==> src/rtl/sha256_round_core_if.sv <==
// Purpose: bundles the control, data and status signals of the SHA-256 round core.
// Latency: none, wiring only.
// Backpressure: w_valid/w_ready handshake on the schedule-word input.
interface sha256_round_core_if;
    logic         start;
    logic [255:0] h_in;
    logic [31:0]  w_in;
    logic         w_valid;
    logic         w_ready;
    logic [31:0]  a_out;
    logic [31:0]  b_out;
    logic [31:0]  c_out;
    logic [31:0]  d_out;
    logic [31:0]  e_out;
    logic [31:0]  f_out;
    logic [31:0]  g_out;
    logic [31:0]  h_out;
    logic [5:0]   round;
    logic         busy;
    logic         done;

    // Driver side: the block feeding h_in and the message schedule.
    modport master (
        output start, h_in, w_in, w_valid,
        input  w_ready, a_out, b_out, c_out, d_out, e_out, f_out, g_out, h_out,
               round, busy, done
    );

    // Core side.
    modport slave (
        input  start, h_in, w_in, w_valid,
        output w_ready, a_out, b_out, c_out, d_out, e_out, f_out, g_out, h_out,
               round, busy, done
    );
endinterface

==> src/rtl/sha256_round_core.sv <==
// Purpose: SHA-256 compression rounds; loads a..h from h_in, runs one round per accepted W word.
// Latency: 1 load cycle + one cycle per beat (64 beats) + 1 DONE cycle.
// Backpressure: w_ready is high only in RUN; a low w_valid stalls the round with no state change.
module sha256_round_core #(
    parameter int NROUNDS = 64
) (
    input  logic                 clk,
    input  logic                 rst_n,
    sha256_round_core_if.slave   ifc
);
    typedef enum logic [1:0] {
        ST_IDLE = 2'd0,
        ST_RUN  = 2'd1,
        ST_DONE = 2'd2
    } state_t;

    localparam logic [31:0] K [0:63] = '{
        32'h428a2f98, 32'h71374491, 32'hb5c0fbcf, 32'he9b5dba5, 32'h3956c25b, 32'h59f111f1, 32'h923f82a4, 32'hab1c5ed5,
        32'hd807aa98, 32'h12835b01, 32'h243185be, 32'h550c7dc3, 32'h72be5d74, 32'h80deb1fe, 32'h9bdc06a7, 32'hc19bf174,
        32'he49b69c1, 32'hefbe4786, 32'h0fc19dc6, 32'h240ca1cc, 32'h2de92c6f, 32'h4a7484aa, 32'h5cb0a9dc, 32'h76f988da,
        32'h983e5152, 32'ha831c66d, 32'hb00327c8, 32'hbf597fc7, 32'hc6e00bf3, 32'hd5a79147, 32'h06ca6351, 32'h14292967,
        32'h27b70a85, 32'h2e1b2138, 32'h4d2c6dfc, 32'h53380d13, 32'h650a7354, 32'h766a0abb, 32'h81c2c92e, 32'h92722c85,
        32'ha2bfe8a1, 32'ha81a664b, 32'hc24b8b70, 32'hc76c51a3, 32'hd192e819, 32'hd6990624, 32'hf40e3585, 32'h106aa070,
        32'h19a4c116, 32'h1e376c08, 32'h2748774c, 32'h34b0bcb5, 32'h391c0cb3, 32'h4ed8aa4a, 32'h5b9cca4f, 32'h682e6ff3,
        32'h748f82ee, 32'h78a5636f, 32'h84c87814, 32'h8cc70208, 32'h90befffa, 32'ha4506ceb, 32'hbef9a3f7, 32'hc67178f2
    };

    localparam logic [5:0] LAST_ROUND = 6'(NROUNDS - 1);

    state_t      state_q, state_d;
    logic [31:0] a_q, b_q, c_q, d_q, e_q, f_q, g_q, h_q;
    logic [31:0] a_d, b_d, c_d, d_d, e_d, f_d, g_d, h_d;
    logic [5:0]  round_q, round_d;
    logic [31:0] t1, t2;
    logic        beat;

    function automatic logic [31:0] rotr(input logic [31:0] x, input int n);
        return (x >> n) | (x << (32 - n));
    endfunction

    // Status and handshake come straight from the state register.
    assign ifc.w_ready = (state_q == ST_RUN);
    assign ifc.busy    = (state_q == ST_RUN);
    assign ifc.done    = (state_q == ST_DONE);
    assign ifc.round   = round_q;
    assign ifc.a_out   = a_q;
    assign ifc.b_out   = b_q;
    assign ifc.c_out   = c_q;
    assign ifc.d_out   = d_q;
    assign ifc.e_out   = e_q;
    assign ifc.f_out   = f_q;
    assign ifc.g_out   = g_q;
    assign ifc.h_out   = h_q;
    assign beat        = ifc.w_valid && (state_q == ST_RUN);

    // Round datapath plus next-state: load in IDLE, shift/compress on beats in RUN, hold otherwise.
    always_comb begin
        state_d = state_q;
        round_d = round_q;
        a_d = a_q; b_d = b_q; c_d = c_q; d_d = d_q;
        e_d = e_q; f_d = f_q; g_d = g_q; h_d = h_q;
        t1 = h_q + (rotr(e_q, 6) ^ rotr(e_q, 11) ^ rotr(e_q, 25))
                 + ((e_q & f_q) ^ (~e_q & g_q)) + K[round_q] + ifc.w_in;
        t2 = (rotr(a_q, 2) ^ rotr(a_q, 13) ^ rotr(a_q, 22))
                 + ((a_q & b_q) ^ (a_q & c_q) ^ (b_q & c_q));
        case (state_q)
            ST_IDLE: begin
                if (ifc.start) begin
                    {a_d, b_d, c_d, d_d, e_d, f_d, g_d, h_d} = ifc.h_in;
                    round_d = 6'd0;
                    state_d = ST_RUN;
                end
            end
            ST_RUN: begin
                if (beat) begin
                    h_d = g_q;
                    g_d = f_q;
                    f_d = e_q;
                    e_d = d_q + t1;
                    d_d = c_q;
                    c_d = b_q;
                    b_d = a_q;
                    a_d = t1 + t2;
                    round_d = round_q + 6'd1;
                    if (round_q == LAST_ROUND) begin
                        round_d = 6'd0;
                        state_d = ST_DONE;
                    end
                end
            end
            ST_DONE: state_d = ST_IDLE;
            default: state_d = ST_IDLE;
        endcase
    end

    // State, round counter and working variables; async reset clears everything.
    always_ff @(posedge clk or negedge rst_n) begin
        if (!rst_n) begin
            state_q <= ST_IDLE;
            round_q <= 6'd0;
            a_q <= '0; b_q <= '0; c_q <= '0; d_q <= '0;
            e_q <= '0; f_q <= '0; g_q <= '0; h_q <= '0;
        end else begin
            state_q <= state_d;
            round_q <= round_d;
            a_q <= a_d; b_q <= b_d; c_q <= c_d; d_q <= d_d;
            e_q <= e_d; f_q <= f_d; g_q <= g_d; h_q <= h_d;
        end
    end
endmodule
==> src/flat_wrapper.sv <==
// flat-port wrapper written by rule: the top's interface ports become plain ports
module sha256_round_core_flat 
#(
    parameter int NROUNDS = 64
)
  (clk, rst_n, ifc_start, ifc_h_in, ifc_w_in, ifc_w_valid, ifc_w_ready, ifc_a_out, ifc_b_out, ifc_c_out, ifc_d_out, ifc_e_out, ifc_f_out, ifc_g_out, ifc_h_out, ifc_round, ifc_busy, ifc_done);
  sha256_round_core_if ifc_i ();
  input  logic clk;
  input  logic rst_n;
  input wire logic [$bits(ifc_i.start)-1:0] ifc_start;
  input wire logic [$bits(ifc_i.h_in)-1:0] ifc_h_in;
  input wire logic [$bits(ifc_i.w_in)-1:0] ifc_w_in;
  input wire logic [$bits(ifc_i.w_valid)-1:0] ifc_w_valid;
  output wire logic [$bits(ifc_i.w_ready)-1:0] ifc_w_ready;
  output wire logic [$bits(ifc_i.a_out)-1:0] ifc_a_out;
  output wire logic [$bits(ifc_i.b_out)-1:0] ifc_b_out;
  output wire logic [$bits(ifc_i.c_out)-1:0] ifc_c_out;
  output wire logic [$bits(ifc_i.d_out)-1:0] ifc_d_out;
  output wire logic [$bits(ifc_i.e_out)-1:0] ifc_e_out;
  output wire logic [$bits(ifc_i.f_out)-1:0] ifc_f_out;
  output wire logic [$bits(ifc_i.g_out)-1:0] ifc_g_out;
  output wire logic [$bits(ifc_i.h_out)-1:0] ifc_h_out;
  output wire logic [$bits(ifc_i.round)-1:0] ifc_round;
  output wire logic [$bits(ifc_i.busy)-1:0] ifc_busy;
  output wire logic [$bits(ifc_i.done)-1:0] ifc_done;
  assign ifc_i.start = ifc_start;
  assign ifc_i.h_in = ifc_h_in;
  assign ifc_i.w_in = ifc_w_in;
  assign ifc_i.w_valid = ifc_w_valid;
  assign ifc_w_ready = ifc_i.w_ready;
  assign ifc_a_out = ifc_i.a_out;
  assign ifc_b_out = ifc_i.b_out;
  assign ifc_c_out = ifc_i.c_out;
  assign ifc_d_out = ifc_i.d_out;
  assign ifc_e_out = ifc_i.e_out;
  assign ifc_f_out = ifc_i.f_out;
  assign ifc_g_out = ifc_i.g_out;
  assign ifc_h_out = ifc_i.h_out;
  assign ifc_round = ifc_i.round;
  assign ifc_busy = ifc_i.busy;
  assign ifc_done = ifc_i.done;
  sha256_round_core #(.NROUNDS(NROUNDS)) u_core (.clk(clk), .rst_n(rst_n), .ifc(ifc_i));
endmodule
==> config.mk <==
export PLATFORM = sky130hd
export DESIGN_NAME = sha256_round_core_flat
export DESIGN_NICKNAME = d
export VERILOG_FILES = /design/src/rtl/sha256_round_core_if.sv /design/src/rtl/sha256_round_core.sv /design/src/flat_wrapper.sv
export SDC_FILE = /design/constraint.sdc
export NUM_CORES = 1
export LEC_CHECK = 0
export BUFFER_PORTS_ARGS = -buffer_cell sky130_fd_sc_hd__buf_2
export CAP_MARGIN = 20
export CORE_MARGIN = 4
export CORE_UTILIZATION = 45
export CTS_BUF_LIST = sky130_fd_sc_hd__clkbuf_8 sky130_fd_sc_hd__clkbuf_16
export CTS_CLUSTER_SIZE = 8
export DETAILED_ROUTE_END_ITERATION = 6
export HOLD_SLACK_MARGIN = 0.08
export PLACE_DENSITY_LB_ADDON = 0.15
export SKIP_CTS_REPAIR_TIMING = 1
export SLEW_MARGIN = 10
export SYNTH_ARGS = -nofsm -noshare
export SYNTH_HDL_FRONTEND = slang
export SYNTH_SLANG_ARGS = --single-unit
==> constraint.sdc <==
create_clock -name clk -period 26 [get_ports clk]
set_clock_uncertainty 0.2 [all_clocks]
set_input_delay 1.3 -clock clk [delete_from_list [all_inputs] [get_ports clk]]
set_output_delay 1.3 -clock clk [all_outputs]
set_load 0.01 [all_outputs]
Word level (Yosys, flattened, before mapping):

Memory sizes are Yosys's and may differ from the RTL's.
Cells that the tools add are included.

* bitwise operators: 20
* add/subtract/negate cells: 8
* order comparisons: 1
* equality and inequality tests: 6
* mux-type cells: 34
* reductions and logical operators: 5

Operators by type and width (number)
* 32-bit 2-to-1 mux: 18
* 32-bit one-hot mux with 2 select lines: 8
* 32-bit adder: 7
* 32-bit bitwise XOR: 7
* 32-bit bitwise AND: 5
* 32-bit NOT: 1
* 10-bit by 32-bit bitwise OR with 32-bit output: 1
* 19-bit by 32-bit bitwise OR with 32-bit output: 1
* 21-bit by 32-bit bitwise OR with 32-bit output: 1
* 26-bit by 32-bit bitwise OR with 32-bit output: 1
* 30-bit by 32-bit bitwise OR with 32-bit output: 1
* 7-bit by 32-bit bitwise OR with 32-bit output: 1
* 6-bit 2-to-1 mux: 3
* 6-bit one-hot mux with 2 select lines: 1
* 7-bit >= comparator (second input constant): 1
* 6-bit NOT with 7-bit output: 1
* 6-bit by 1-bit adder with 6-bit output (second input constant): 1
* 6-bit == test (second input constant): 1
* 2-bit 2-to-1 mux: 3
* 3-bit AND reduction: 2
* 2-bit by 1-bit inequality test with 1-bit output (second input constant): 2
* 2-bit one-hot mux with 2 select lines: 1
* 2-bit by 1-bit == test with 1-bit output (second input constant): 1
* 2-bit == test (second input constant): 1
* other kinds (4): 4

* output and inout bits: 265
* flip-flop bits (word level): 264
* memories kept: 1
* bits in read-only memories: 2048
* input bits: 292

Memory list
* (name not given): words 64, bits a word 32, read ports 1, clocked after memory_dff 0, write ports 0, line sha256_round_core.sv:63 `+ ((e_q & f_q) ^ (~e_q & g_q)) + K[round_q] + ifc.w_in;`

Longest topological paths before layout:

Gate-level depths: netlist (run 1).

* word-level depth: 10
* mapped depth: 39

Worst setup path before layout (run 1):

No wires, ideal clock.

* kind: reg-to-reg
* start point: register u_core.round_q[0] (netlist: u_core.ifc.round[0])
* end point: register u_core.a_q[29] (netlist: u_core.ifc.a_out[29])
* data required time: 25664 ps
* path slack: 17456 ps
* setup time: 136 ps
* arrival time: 8208 ps
* buffers on the path: 2
* stages on the path, launching flop included: 32
* cell sequence: dfrtp_1 > clkbuf_1 > clkinv_1 > ha_1 > clkbuf_1 > nor2b_1 > a31oi_1 > mux4_2 > fa_1 > inv_1 > fa_1 > fa_1 > inv_1 > ha_1 > o21a_1 > o21ai_0 > nor2_1 > a221o_1 > a21oi_1 > o211ai_1 > a31o_2 > a21oi_1 > xnor2_1 > fa_1 > ha_1 > and4_1 > and3_1 > a21boi_1 > a2111oi_0 > nor3_1 > a2111oi_0 > o22ai_1

* cells in the longest elaborated chain, start to end: 9

RTL lines
* start, declared: line sha256_round_core.sv:33 `logic [5:0] round_q, round_d;`
* start signal, assigned: line sha256_round_core.sv:105 `round_q <= round_d;`
* 6-bit NOT with 7-bit output (implied by the code): line sha256_round_core.sv:63
* memory 64 x 32 bit
* 32-bit 2-to-1 mux (implied by the code) (2 in a row): line sha256_round_core.sv:63
* 32-bit adder (2 in a row): line sha256_round_core.sv:63
* 32-bit adder: line sha256_round_core.sv:83 `a_d = t1 + t2;`
* 32-bit 2-to-1 mux: line sha256_round_core.sv:75 `if (beat) begin`
* 32-bit one-hot mux with 2 select lines: line sha256_round_core.sv:66 `case (state_q)`
* end signal, assigned: line sha256_round_core.sv:101 `a_q <= '0; b_q <= '0; c_q <= '0; d_q <= '0;`
* end signal, assigned: line sha256_round_core.sv:106 `a_q <= a_d; b_q <= b_d; c_q <= c_d; d_q <= d_d;`
* end, declared: line sha256_round_core.sv:31 `logic [31:0] a_q, b_q, c_q, d_q, e_q, f_q, g_q, h_q;`

No other way between the ends. The select of a mux whose other input is x is not followed.
A chain may end at the register's enable or synchronous reset.

Final worst setup path (run 1):

Same ends and word-level chain as after synthesis.

==> results of run 1 <==
-- metal layers --
metal / wire (um) / part of all wire
met1: 42430 / 0.39
met2: 50780 / 0.47
met3: 9156 / 0.085
met4: 5534 / 0.051
met5: 59 / 0.00055
-- final timing paths --
kind | start | endpoint | slack (ns) | cells past startpoint
max | u_core.ifc.round[0] | u_core.ifc.a_out[29] | 15.31 | 32
min | u_core.ifc.e_out[9] | u_core.ifc.e_out[9] | 0.33 | 2
max reg2reg | u_core.ifc.round[0] | u_core.ifc.a_out[29] | 15.31 | 32
min reg2reg | u_core.ifc.e_out[9] | u_core.ifc.e_out[9] | 0.33 | 2
max in group asynchronous | rst_n | u_core.ifc.b_out[27] | 23.66 | 2
min in group asynchronous | rst_n | u_core.ifc.h_out[7] | 0.46 | 1
-- metrics by stage --
stage | setup WS, ns | util
finish | 15.31 | 0.5337
global route | 14.96 | 0.5336
CTS | 15.49 | 0.5326
global placement | 15.55 | 0.5119
detailed placement | 15.56 | 0.5121
floorplan | 17.46 | -
-- cell usage after synthesis (4+ instances only) --
| cell type | n |
|---|---|
| nand2_1 | 534 |
| nor2_1 | 311 |
| dfrtp_1 | 264 |
| a31oi_1 | 234 |
| clkbuf_1 | 226 |
| inv_1 | 190 |
| o21ai_0 | 184 |
| a21oi_1 | 151 |
| xnor2_1 | 147 |
| fa_1 | 125 |
| ha_1 | 111 |
| xor2_1 | 59 |
| o22ai_1 | 46 |
| a21o_1 | 42 |
| nor3_1 | 40 |
| nand3_1 | 32 |
| a211oi_1 | 30 |
| maj3_1 | 23 |
| mux2_2 | 21 |
| mux2i_1 | 21 |
| o21a_1 | 21 |
| and3_1 | 17 |
| nor2b_1 | 17 |
| o211ai_1 | 15 |
| buf_1 | 10 |
| nand2b_1 | 10 |
| o21bai_1 | 10 |
| o31ai_1 | 10 |
| a221oi_1 | 9 |
| nand4_1 | 7 |
| and2_1 | 6 |
| and4_1 | 6 |
| a311oi_1 | 5 |
| mux4_2 | 5 |
| o21ai_1 | 5 |
| or2_2 | 5 |
| or3_1 | 5 |
| a2111oi_0 | 4 |
| a22o_1 | 4 |
| o2111ai_1 | 4 |
-- cell type report --
cell class	instances	share of cell area
multi-input cells	2332	0.5592
clock buffers	42	0.03660
flip-flops and latches	264	0.2353
inverters	193	0.02595
repair buffers	590	0.1104
well taps	688	0.03063
diodes	3	0.0002671
clock inverters	8	0.001692
-- cells in the final DEF (no fill, tap or decap), types with 7 or more instances in the layout --
| master | n |
|---|---|
| o21ai_0 | 184 |
| buf_4 | 30 |
| nor2_1 | 310 |
| xor2_1 | 59 |
| o31ai_1 | 10 |
| nand2_1 | 533 |
| a211oi_1 | 30 |
| fa_1 | 125 |
| xnor2_1 | 147 |
| o21a_1 | 21 |
| a221oi_1 | 9 |
| nor3_1 | 40 |
| nand4_1 | 7 |
| buf_2 | 555 |
| a21oi_1 | 151 |
| a21o_1 | 42 |
| o21bai_1 | 10 |
| o22ai_1 | 46 |
| clkbuf_16 | 40 |
| mux2i_1 | 21 |
| ha_1 | 111 |
| o211ai_1 | 15 |
| inv_1 | 195 |
| nand2b_1 | 10 |
| nor2b_1 | 17 |
| mux2_2 | 21 |
| nand3_1 | 32 |
| a31oi_1 | 234 |
| and3_1 | 17 |
| maj3_1 | 23 |
| dfrtp_1 | 261 |
-- state kept, by name, summed over array words and instances (netlist names) --
signal,flops
u_core.ifc.g_out,32
u_core.ifc.f_out,32
u_core.state_q,2
u_core.ifc.h_out,32
u_core.ifc.b_out,32
u_core.ifc.a_out,32
u_core.ifc.e_out,32
u_core.ifc.d_out,32
u_core.ifc.c_out,32
u_core.ifc.round,6
-- logic make-up (layout without fill, tap and decap cells) --
family          Yosys count  count (layout)  share of synthesized area
flops                   264             264                     0.2760
mux                      47              47                    0.02337
simple gates           1000            1000                     0.1705
xor+xnor                208             208                    0.07727
compound gates          818             818                     0.2125
fa+ha+maj               259             259                     0.1722
other cells               0               3                          0
buf+inv                 432             833                    0.06802
-- critical path, delay by kind of cell, from the launching register on --
kind / cells / cell delay, ns
AOI/OAI and AO/OA: 15 / 3.89
adders and majority gates: 7 / 3.23
and+or+nand+nor: 5 / 1.19
buffers and inverters: 4 / 0.92
DFF: 1 / 0.86
xor gates and xnor gates: 1 / 0.25
==> flow_metrics.py, run 1 <==
metrics = {
    "global_route": {
        "maximum_number_of_pins_on_one_net_before_global_route_repair": 136,
        "met1_capacity_usage_during_global_routing": 0.4794,
        "grt_util_met3": 0.05918,
        "overflow": 0,
        "grt_antenna_before_repair": 8,
        "globalRoute.busiestLayer": "met2",
        "groute.layer.met2.usage": 0.6033,
        "grt_pass1_vias": 24190,
        "grt_pass1_wl_um": 157800,
        "grtUsageTotal": 0.3660,
    },
    "layout": {
        "multi_input_area_mm2": 0.01572,
        "area_growth_syn_to_layout_pct": 17.44,
        "layout.cells.non_filler": 4120,
        "drive_gt1_frac": 0.1998,
        "final_area_mm2": 0.02810,
        "nets": 3948,
        "register_area_mm2": 0.006613,
        "fillerInstances": 5014,
    },
    "place": {
        "io_buffer_count": 556,
        "dpl_cell_area_mm2": 0.02697,
        "routabilityCongestion": 1.091,
        "numPlacedInstances": 4065,
        "dp_hpwl_um": 83890,
    },
    "floorplanning": {
        "die_height_um": 238.6,
        "design.die.area_mm2": 0.05693,
        "floorplan.core_area_mm2": 0.05266,
        "io_pins": 557,
        "placement_rows": 84,
        "initial_core_util": 0.4545,
        "fp.dieW_um": 238.6,
    },
    "routing": {
        "routed_wire_length_per_instance_um": 26.21,
        "drt_wl_total_um": 108000,
        "dr.pass1.iters": 7,
        "drtIter0Drc": 2531,
        "vias": 24780,
        "route.detailed.drc": 3,
        "drt.antenna.violating_nets": 0,
        "vias_per_cell": 6.014,
    },
    "synthesis": {
        "netlist_instances": 3028,
        "synth_top_area_cell": "dfrtp_1",
        "synth_flop_cell": "dfrtp_1",
        "syn-cell-area_mm2": 0.02393,
        "synth-seq-area-share": 0.2760,
        "proportion_of_netlist_area_held_by_the_largest_area_contributor": 0.2760,
        "synth.top_cells.by_area": "dfrtp_1, fa_1, nand2_1",
        "yosys.cell_types.count": 77,
        "synth-async-reset-ratio": 1.000,
        "synth_area_per_cell_um2": 7.903,
        "synth_nets": 3556,
        "synth_edf_count": 0,
        "ys_ff_latch": 264,
        "yosys_warnings": 0,
    },
    "setup_path": {
        "setup.worst_path.end_class": "flop",
        "crit_arrival_ns": 10.91,
        "worstSetupStartpointType": "flop",
        "critical_path.slowest_cell": "dfrtp_1",
        "max_fanout_on_critical_path": 22,
        "timing.critical_path.slowest_cell_delay_ns": 0.86,
        "path_class": "reg -> reg",
        "cp.required_ns": 26.22,
    },
    "cts": {
        "cts_tree": "done",
        "insertion_delay_ns": 0.57,
        "cts_made_buffers": 39,
        "cts_root_buffer": "clkbuf_16",
        "ctsHtreeMaxLevel": 2,
        "clk_path_buf_depth": 3,
        "clk_pin_slew_worst_paths_ns": 0.05,
        "clock_sink_count": 264,
    },
    "sta": {
        "hold-worst-slack_ns": 0.3279,
        "hold_violations": 0,
        "finalSetupViolations": 0,
        "grt_setup_unrepaired": "false",
        "finalWorstPathRequiredPeriod_ns": 10.69,
        "finalMaxSlewViolations": 0,
        "fmax_mhz": 93.57,
        "worst_slew_pin_slew_ns": 0.9907,
        "final.period_utilization": 0.4111,
        "setup-tns-final_ns": 0,
        "timing.slew.headroom": 0.3395,
    },
    "flow_run": {
        "max-cap-violations": 0,
    },
    "run_status": {
        "failed_checks": "design-rule violations",
        "run_status": "complete, but fails checks",
    },
    "min_path": {
        "worst_hold_path_type": "reg -> reg",
    },
}
Power of run 1 is not shown: default switching activity piles up to over one toggle a cycle in this logic, so the estimate is an artifact.
==> run 2, diff against run 1 <==
==> constraint.sdc (replaced) <==
create_clock -name clk -period 9.1 [get_ports clk]
set_clock_uncertainty 0.2 [all_clocks]
set_input_delay 0.455 -clock clk [delete_from_list [all_inputs] [get_ports clk]]
set_output_delay 0.455 -clock clk [all_outputs]
set_load 0.01 [all_outputs]
==> flow_metrics.py, run 2 (synthesis results as in run 1) <==
metrics = {
    "run_status": {
        "run_status": "finished, final reports clean",
    },
    "place": {
        "numPlacedInstances": 4224,
        "dp_hpwl_um": 89260,
        "io_buffer_count": 556,
        "routabilityCongestion": 1.049,
    },
    "setup_path": {
        "worstSetupStartpointType": "flop",
        "cp_top_family": "adder cells",
        "setup.worst_path.end_class": "flop",
        "path_class": "reg -> reg",
        "critical_path_buf_inv_count": 4,
        "critical_path.slowest_cell": "fa_1",
        "cpMostUsedCell": "fa_1",
        "timing.critical_path.slowest_cell_delay_ns": 0.55,
        "max_fanout_on_critical_path": 21,
        "cp.required_ns": 9.36,
        "crit_arrival_ns": 8.95,
    },
    "cts": {
        "ctsHtreeMaxLevel": 2,
        "clk_path_buf_depth": 3,
        "clock_sink_count": 264,
        "cts_made_buffers": 39,
        "insertion_delay_ns": 0.56,
        "clk_pin_slew_worst_paths_ns": 0.05,
        "cts_root_buffer": "clkbuf_16",
        "cts_tree": "done",
    },
    "global_route": {
        "overflow": 0,
        "grt_pass1_wl_um": 164000,
        "grt_antenna_before_repair": 3,
        "maximum_number_of_pins_on_one_net_before_global_route_repair": 145,
        "grtUsageTotal": 0.3827,
        "grt_pass1_vias": 25370,
    },
    "routing": {
        "drtIter0Drc": 2928,
        "drt.antenna.violating_nets": 0,
        "routed_wire_length_per_instance_um": 25.97,
        "route.detailed.drc": 0,
        "vias": 26760,
        "vias_per_cell": 5.950,
        "dr.pass1.iters": 7,
        "drt_wl_total_um": 116800,
    },
    "layout": {
        "nets": 4331,
        "area_growth_syn_to_layout_pct": 32.21,
        "antenna-diode-count": 0,
        "leading_cell_types_in_the_layout_fill_and_taps_excluded": "buf_2, nand2_1, nor2_1, dfrtp_1, a31oi_1",
        "layout.cells.non_filler": 4497,
        "mostFrequentLayoutCell": "buf_2",
        "drive_gt1_frac": 0.2266,
    },
    "sta": {
        "worst_slew_pin_slew_ns": 1.010,
        "setup-tns-final_ns": 0,
        "finalWorstPathRequiredPeriod_ns": 8.687,
        "fmax_mhz": 115.1,
        "hold-worst-slack_ns": 0.01969,
        "final.period_utilization": 0.9546,
        "finalSetupViolations": 0,
        "finalMaxSlewViolations": 0,
        "hold_violations": 0,
        "timing.slew.headroom": 0.3217,
    },
    "floorplanning": {
        "io_pins": 557,
        "initial_core_util": 0.4545,
        "fp.dieW_um": 238.6,
        "placement_rows": 84,
        "die_height_um": 238.6,
        "floorplan.core_area_mm2": 0.05266,
        "design.die.area_mm2": 0.05693,
    },
    "flow_run": {
        "max-cap-violations": 0,
    },
    "min_path": {
        "worst_hold_path_type": "in -> reg",
    },
}
## run 2: layer usage
layer,vias up,part of all wire,global-route usage
li1,11910,-,-
met1,12930,0.38,0.4939
met2,1588,0.47,0.6324
met3,330,0.087,0.05734
met4,2,0.063,0.1859
met5,-,0.00017,0
## run 2: worst min-delay path: stages
cell	delay, ns
buf_2	0.09
a21oi_1	0.05
o21ai_0	0.14
## run 2: final cells by class
cell class	count	area (um^2)
Clock buffer	39	975.9
Clock inverter	8	61.31
Fill cell	4659	21020
Inverter	193	733.2
Multi-Input combinational cell	2332	15820
Sequential cell	264	6613
Tap cell	688	860.8
Timing Repair Buffer	973	6573
## run 2: metrics by stage
step	setup WS, ns	util	cell area, um^2
floorplan	0.5559	-	23930
global placement	0.1845	0.5357	28210
detailed placement	0.1736	0.5357	28210
CTS	0.1608	0.5554	29240
global route	-0.05048	0.6009	31640
finish	0.4130	0.6009	31640
## run 2: worst paths after layout
path                                     start                   end  slack, ns  depth (start not counted)
max reg2reg                u_core.ifc.round[0]  u_core.ifc.a_out[25]       0.41                         31
min reg2reg                u_core.ifc.f_out[9]   u_core.ifc.g_out[9]       0.37                          2
max                        u_core.ifc.round[0]  u_core.ifc.a_out[25]       0.41                         31
min                              ifc_h_in[227]   u_core.ifc.a_out[3]       0.02                          3
max in group asynchronous                rst_n  u_core.ifc.d_out[16]       7.10                          3
min in group asynchronous                rst_n   u_core.ifc.f_out[6]       0.21                          2
Power of run 2 is left out for the same reason.
